### config.mk
export PLATFORM = sky130hd
export DESIGN_NAME = module1_frame_loader
export DESIGN_NICKNAME = d
export VERILOG_FILES = /design/src/rtl/module1_frame_loader.sv
export SDC_FILE = /design/constraint.sdc
export NUM_CORES = 1
export LEC_CHECK = 0
export CORE_MARGIN = 10
export CORE_UTILIZATION = 54
export CTS_BUF_LIST = sky130_fd_sc_hd__clkbuf_4
export DETAILED_ROUTE_END_ITERATION = 6
export PLACE_DENSITY = 0.84
export REMOVE_ABC_BUFFERS = 1
export SETUP_SLACK_MARGIN = 0.5
export SLEW_MARGIN = 15
export SYNTH_ARGS = -nofsm -noshare
export SYNTH_HDL_FRONTEND = slang
export SYNTH_SLANG_ARGS = --single-unit
### constraint.sdc
create_clock -name clk -period 2.9 [get_ports clk]
set_input_delay 0.58 -clock clk [delete_from_list [all_inputs] [get_ports clk]]
set_output_delay 0.58 -clock clk [all_outputs]
set_load 0.005 [all_outputs]
### src/rtl/module1_frame_loader.sv
`default_nettype none
// ============================================================================
//  Module   : module1_frame_loader
//  Purpose  : Deserialises a DW-bit chunk stream into one {f3,f2,f1} frame
//             for module1, with valid/ready output and frame-length checking.
//  Revision : 1.0
// ============================================================================
module module1_frame_loader #(
   parameter int P1 = 4,
   parameter int P2 = 5,
   parameter int DW = 4
) (
   input  logic          clk,
   input  logic          rst,
   input  logic          s_valid,
   output logic          s_ready,
   input  logic [DW-1:0] s_data,
   input  logic          s_last,
   output logic          m_valid,
   input  logic          m_ready,
   output logic [P1-1:0] f1,
   output logic [P2-1:0] f2,
   output logic [3:0]    f3,
   output logic          err_short,
   output logic          err_long,
   output logic [15:0]   frame_cnt
);

   localparam int TOTAL  = P1 + P2 + 4;
   localparam int NCHUNK = (TOTAL + DW - 1) / DW;
   localparam int SHW    = NCHUNK * DW;
   localparam int IDXW   = $clog2(NCHUNK);
   localparam logic [IDXW-1:0] LAST_IDX = IDXW'(NCHUNK - 1);

   typedef enum logic [1:0] {
      S_FILL = 2'd0,
      S_DROP = 2'd1,
      S_HOLD = 2'd2
   } state_t;

   state_t          state_q;
   logic [IDXW-1:0] idx_q;
   logic [SHW-1:0]  shift_q;
   logic [P1-1:0]   f1_q;
   logic [P2-1:0]   f2_q;
   logic [3:0]      f3_q;
   logic            m_valid_q;
   logic            err_short_q;
   logic            err_long_q;
   logic [15:0]     frame_cnt_q;

   logic            w_take;
   logic            w_fill_take;
   logic [IDXW-1:0] w_idx;
   logic [SHW-1:0]  w_frame;

   assign s_ready = (state_q == S_HOLD) ? m_ready : 1'b1;
   assign w_take  = s_valid && s_ready;
   assign w_fill_take = w_take && (state_q != S_DROP);

   // A chunk taken while delivering from HOLD always starts a new frame.
   always_comb begin
      w_idx   = (state_q == S_HOLD) ? '0 : idx_q;
      w_frame = shift_q;
      w_frame[int'(w_idx)*DW +: DW] = s_data;
   end

   always_ff @(posedge clk or posedge rst) begin
      if (rst) begin
         state_q     <= S_FILL;
         idx_q       <= '0;
         shift_q     <= '0;
         f1_q        <= '0;
         f2_q        <= '0;
         f3_q        <= '0;
         m_valid_q   <= 1'b0;
         err_short_q <= 1'b0;
         err_long_q  <= 1'b0;
         frame_cnt_q <= '0;
      end else begin
         err_short_q <= 1'b0;
         err_long_q  <= 1'b0;

         if (state_q == S_HOLD && m_ready) begin
            m_valid_q <= 1'b0;
            state_q   <= S_FILL;
            idx_q     <= '0;
         end

         if (state_q == S_DROP && w_take && s_last) begin
            state_q <= S_FILL;
            idx_q   <= '0;
         end

         if (w_fill_take) begin
            if (w_idx == LAST_IDX) begin
               idx_q <= '0;
               if (s_last) begin
                  f1_q        <= w_frame[P1-1:0];
                  f2_q        <= w_frame[P1 +: P2];
                  f3_q        <= w_frame[P1+P2 +: 4];
                  m_valid_q   <= 1'b1;
                  frame_cnt_q <= frame_cnt_q + 16'd1;
                  state_q     <= S_HOLD;
               end else begin
                  err_long_q <= 1'b1;
                  state_q    <= S_DROP;
               end
            end else if (s_last) begin
               err_short_q <= 1'b1;
               idx_q       <= '0;
               state_q     <= S_FILL;
            end else begin
               shift_q <= w_frame;
               idx_q   <= w_idx + 1'b1;
               state_q <= S_FILL;
            end
         end
      end
   end

   assign m_valid   = m_valid_q;
   assign f1        = f1_q;
   assign f2        = f2_q;
   assign f3        = f3_q;
   assign err_short = err_short_q;
   assign err_long  = err_long_q;
   assign frame_cnt = frame_cnt_q;

endmodule
`default_nettype wire

==> Yosys cells after proc, flatten, opt, wreduce, memory -nomap -nowiden <==
Index checks and enable logic that the tools add are counted.
{ "totals": {"latchBits": 0, "reg_bits": 52, "mem_bits_ro": 0, "word_cells": 50, "mem_count": 0, "ram_bits": 0, "output_inout_bits": 33} }
{ "op_classes": {"reduce_logical": 8, "mux": 21, "bitwise_logic": 2, "n_div": 0, "multipliers": 0, "magnitude_cmp": 0, "add_sub_neg": 3, "shift": 2, "n_eq_ne": 4} }
{ "ops": {"columns": ["op", "n"], "rows": [
  ["4-bit negation with 33-bit output", 1],
  ["4-bit by 33-bit variable shift with 16-bit output, first input constant", 1],
  ["4-bit by 33-bit indexed part select with 16-bit output", 1],
  ["2-bit two-way mux", 9],
  ["16-bit by 1-bit adder with 16-bit output, second input constant", 1],
  ["16-bit bitwise mux", 1],
  ["1-bit two-way mux", 11],
  ["3-bit AND reduction", 2],
  ["1-bit logical AND", 5],
  ["2-bit equality test, second input constant", 2],
  ["3-bit nonzero test", 1],
  ["2-bit by 1-bit adder with 2-bit output, second input constant", 1],
  ["2-bit by 1-bit equality test with 1-bit output, second input constant", 1],
  ["2-bit by 1-bit inequality test with 1-bit output, second input constant", 1],
  ["1-bit inverter", 2]
]} }

==> Depth between registers and ports, before layout <==
{ "logic_depth": {"word_depth": 7, "ltp_mapped": 11, "mapped_depth_nobuf": 8} }

==> Worst setup path before layout <==
Ideal clock, no wire load.
{ "synth_path": {"path_kind": "reg-to-reg", "start": "reg state_q[0]", "end": "reg shift_q[4]", "arrival_time_ns": 2.357, "path_stages_with_launch": 11, "slack_ns": 0.422, "synth_period_minus_slack_ns": 2.478, "n_path_buf": 2, "cell_sequence": "dfrtp_1 > buf_6 > nand2b_1 > nand2_1 > clkinv_1 > ha_1 > nand2b_1 > nor4_1 > clkbuf_1 > nand2_1 > a22o_1"} }
{ "synth_between": {"elab_chain_len": 5, "elab_cells_between_ends": 13} }
{ "synth_rtl": {"columns": ["element", "line_no", "text"], "rows": [
  ["start: declaration", "41", "state_t state_q;"],
  ["start signal: assignment", "70", "state_q <= S_FILL;"],
  ["start signal: assignment", "86", "state_q <= S_FILL;"],
  ["start signal: assignment", "91", "state_q <= S_FILL;"],
  ["2-bit equality test", "57, 63", null],
  ["2-bit two-way mux or 1-bit two-way mux (tied branches)", "63, 57", null],
  ["4-bit negation with 33-bit output, or another cell as far along", "65", "w_frame[int'(w_idx)*DW +: DW] = s_data;"],
  ["4-bit by 33-bit indexed part select with 16-bit output, or another cell as far along", "65", null],
  ["16-bit bitwise mux or 3-bit AND reduction (tied branches)", null, null],
  ["end signal: assignment", "114", "shift_q <= w_frame;"],
  ["end: declaration", "43", "logic [SHW-1:0] shift_q;"]
]} }
Parallel ways exist; a longest one is shown, timed or not.
A chain may end at the register's enable or synchronous reset.

==> Worst setup path in the final report <==
{ "layout_path": {"start": "reg state_q[1]", "end": "reg frame_cnt_q[15] (netlist: frame_cnt[15])"} }
{ "layout_between": {"elab_chain_len": 5, "elab_cells_between_ends": 8} }
{ "layout_rtl": {"columns": ["element", "line_no", "text"], "rows": [
  ["2-bit equality test", "57, 63", null],
  ["1-bit two-way mux", "57", "assign s_ready = (state_q == S_HOLD) ? m_ready : 1'b1;"],
  ["1-bit logical AND", "58", "assign w_take = s_valid && s_ready;"],
  ["1-bit logical AND", "59", "assign w_fill_take = w_take && (state_q != S_DROP);"],
  ["3-bit AND reduction (no source line) (*)", null, null],
  ["end signal: assignment", "103", "frame_cnt_q <= frame_cnt_q + 16'd1;"],
  ["end: declaration", "50", "logic [15:0] frame_cnt_q;"]
]} }
Every way passes the cells marked *; elsewhere a longest branch is shown, timed or not.

==> reports/results.tsv <==
stage	metric	value	unit
sta	setup TNS	0	ps
synthesis	Netlist cell types	36	
sta	Final period util	0.7946	
routing	Via Count	1901	
worst_setup_path	Worst Reg-to-Reg Cells	8	
synthesis	Cells after Synth	214	
synthesis	synthesized flop and latch total	49	
clock_tree	clock sinks	49	
worst_hold_path	hold path startpoint	frame_cnt[15]	
grt	vias in the first global route	1852	
synthesis	Synth area leaders	dfrtp_1, ha_1, xor2_1	
synthesis	Post-synth EDFFs	0	
worst_setup_path	Crit Path Class	reg2reg	
grt	largest net degree at the start of global routing	50	
synthesis	register area share after synthesis	0.5320	
run_status	run status	finished, final reports clean	
sta	skew final	9.295	ps
sta	Min Clock Period, post-route	2304	ps
final_layout	ant diodes	0	
placed_design	dpl ws	299.8	ps
floorplan	die height	85.33	um
routing	Iter 0 DRT Violations	129	
worst_setup_path	r2r setup slk	600	ps
sta	RSZ-0062 raised after global routing	no	
worst_setup_path	CP Max Fanout	6	
floorplan	row count	23	
final_layout	most frequent cells in the layout	dfrtp_1, clkdlybuf4s50_1, nor2_1	
grt	gr usage total	0.1540	
synthesis	Synth Flop Type	dfrtp_1	
final_layout	fin util	0.7499	
synthesis	Adder-Cell Fraction of Synth Area	0.03800	
sta	f_max	0.4339	GHz
synthesis	Ys Warns	0	
pwr	VDD IR max	0.3777	mV
synthesis	fraction of the mapped netlist area in simple logic gates	0.1927	
synthesis	largest family of logic cells by synthesized area	simple AND/OR/NAND/NOR gates	
clock_tree	maximum buffer depth of the clock tree	2	
sta	worst slew pin tran	699.4	ps
synthesis	Post-synth ARST share	1.000	
clock_tree	TritonCTS clock tree	yes	
floorplan	Initial Util	0.5680	
final_layout	Layout area overhead	32.03	%
worst_setup_path	Worst EP required	3190	ps
worst_setup_path	element type at the critical path end	register	
routing	Avg WL per Cell	17.32	um
pwr	PwrDens	676.4	nW/um^2
clock_tree	Root Buffer	clkbuf_4	
routing	Pre-Repair DR Iteration Count	4	
synthesis	Post-Synth XOR/XNOR Area	0.05700	
floorplan	I/O pins	42	
placed_design	DP Wirelength	3616	um
synthesis	Compound-Gate Fraction of Synth Area	0.1412	
grt	initial antenna violation count	0	
synthesis	Syn Std Cell Area	2305	sq um
sta	tightest hold margin	500.7	ps
final_layout	# fillers	292	
final_layout	area of the multi-input gates	1127	sq um
final_layout	layout cells sized above 1	0.1593	
floorplan	die area	7281	sq um
floorplan	core area	4058	sq um
synthesis	Synth top area share	0.5320	
grt	gr ovfl total	0	
worst_setup_path	reg2reg end	frame_cnt[15]	
clock_tree	later-pin clock latency in the skew report	360	ps
clock_tree	CTS clk-pin slew, worst paths	130	ps
worst_setup_path	CP startpoint kind	register	
sta	setup ws final	595.6	ps
routing	Final ANT Viol Nets	0	
floorplan	die width	85.33	um
routing	drt total wl	5542	um
clock_tree	Num CTS Buffers	5	
pwr	Lkg Pwr	0.001415	uW
routing	DRC viols	0	
worst_setup_path	Reg-to-Reg Start	state_q[1]	
synthesis	multiplexer area fraction after synthesis	0	
clock_tree	CTS H-tree depth	2	
worst_hold_path	worst hold path type	reg2reg	
flow_run	Max Cap Violations	0	
placed_design	port bufs	41	
sta	Setup-failing EPs final	0	
sta	Max-slew headroom	0.5328	
worst_setup_path	CP arrival	2590	ps
grt	first-pass GRT wire length	9356	um
worst_hold_path	Hold Path Depth	1	
routing	Via density	5.941	
sta	final hold violation count	0	
final_layout	most common cell after layout, fill and taps aside	dfrtp_1	
worst_hold_path	Hold Path End	frame_cnt[15]	
placed_design	Placer Congestion	0.8478	
synthesis	leading area contributor after synthesis	dfrtp_1	
synthesis	synthesized area per cell	10.77	sq um
sta	max-slew violation count	0	
final_layout	nets@finish	286	
final_layout	register area	1229	sq um
## state kept, by name, summed over array words and instances, names as in the netlist
name       flops
err_short      1
idx_q          2
m_valid        1
f2             5
f1             4
state_q        2
err_long       1
f3             4
shift_q       13
frame_cnt     16
## power breakdown
group          internal, uW  total [uW]  switching, uW
Combinational           377         725            348
Clock                   176         390            214
Sequential              836         943            108
## worst max path at each step
stage / from / to / slack, ps / cells past startpoint
after floorplan: state_q[0] / frame_cnt[3] / -400 / 8
after global placement: m_ready / s_ready / 370 / 4
after detailed placement: m_ready / s_ready / 300 / 4
after CTS: state_q[1] / frame_cnt[12] / 500 / 8
after global routing: state_q[1] / frame_cnt[15] / 490 / 8
final: state_q[1] / frame_cnt[15] / 600 / 8
## cell usage after synthesis (2+ instances only)
cell	count
a221oi_1	8
nand2_1	22
inv_1	9
a31oi_1	4
nand3_1	5
and4_1	2
nor4_1	7
clkbuf_1	5
nand4_1	7
nand2b_1	7
buf_6	3
nor2b_1	3
o21ai_0	3
dfrtp_1	49
xnor2_1	5
nor2_1	21
ha_1	7
nor4b_1	2
xor2_1	10
a32o_1	6
a22o_1	9
nor3_1	6
## critical path, cell delays in order, from the launching register on
cell      delay (ps)
dfrtp_2          480
nand2b_2         150
nand2_2          110
inv_2             90
ha_1             170
nand2_2          130
or4_4            560
nor4b_4          350
xor2_1           190
## what timing repair did
action                     CTS  global route
hold buffers                 0             0
gates cloned                 2             0
setup endpoints to repair   19            31
resized for setup           14            10
pin swaps                    2             2
hold endpoints to repair     0             0
setup buffers                2             6
## cell type report
class / count / share of cell area
flip-flops and latches: 49 / 0.4038
clock buffers: 5 / 0.01234
repair buffers: 55 / 0.1690
well taps: 50 / 0.02056
clock inverters: 2 / 0.01151
multi-input cells: 149 / 0.3705
inverters: 10 / 0.01234
## routing by layer
metal | wire (um) | GRT usage | part of all wire
met4 | 68 | 0.04192 | 0.012
met3 | 479 | 0.06023 | 0.086
met5 | 0 | 0 | 0
met2 | 2654 | 0.2425 | 0.48
met1 | 2339 | 0.1916 | 0.42
## metrics by stage
step / area [sq um] / instances / power (uW)
floorplan: 2252 / 206 / 1292
global placement: 2776 / 303 / 1614
detailed placement: 2776 / 303 / 1630
CTS: 2939 / 314 / 2042
global route: 3043 / 320 / 2197
finish: 3043 / 320 / 2058
## kinds of logic after synthesis
group,Yosys count
xor+xnor,15
simple gates,86
buf+inv,18
flops,49
fa+ha+maj,7
compound gates,39
No activity file was read; power rests on OpenSTA's default activity.
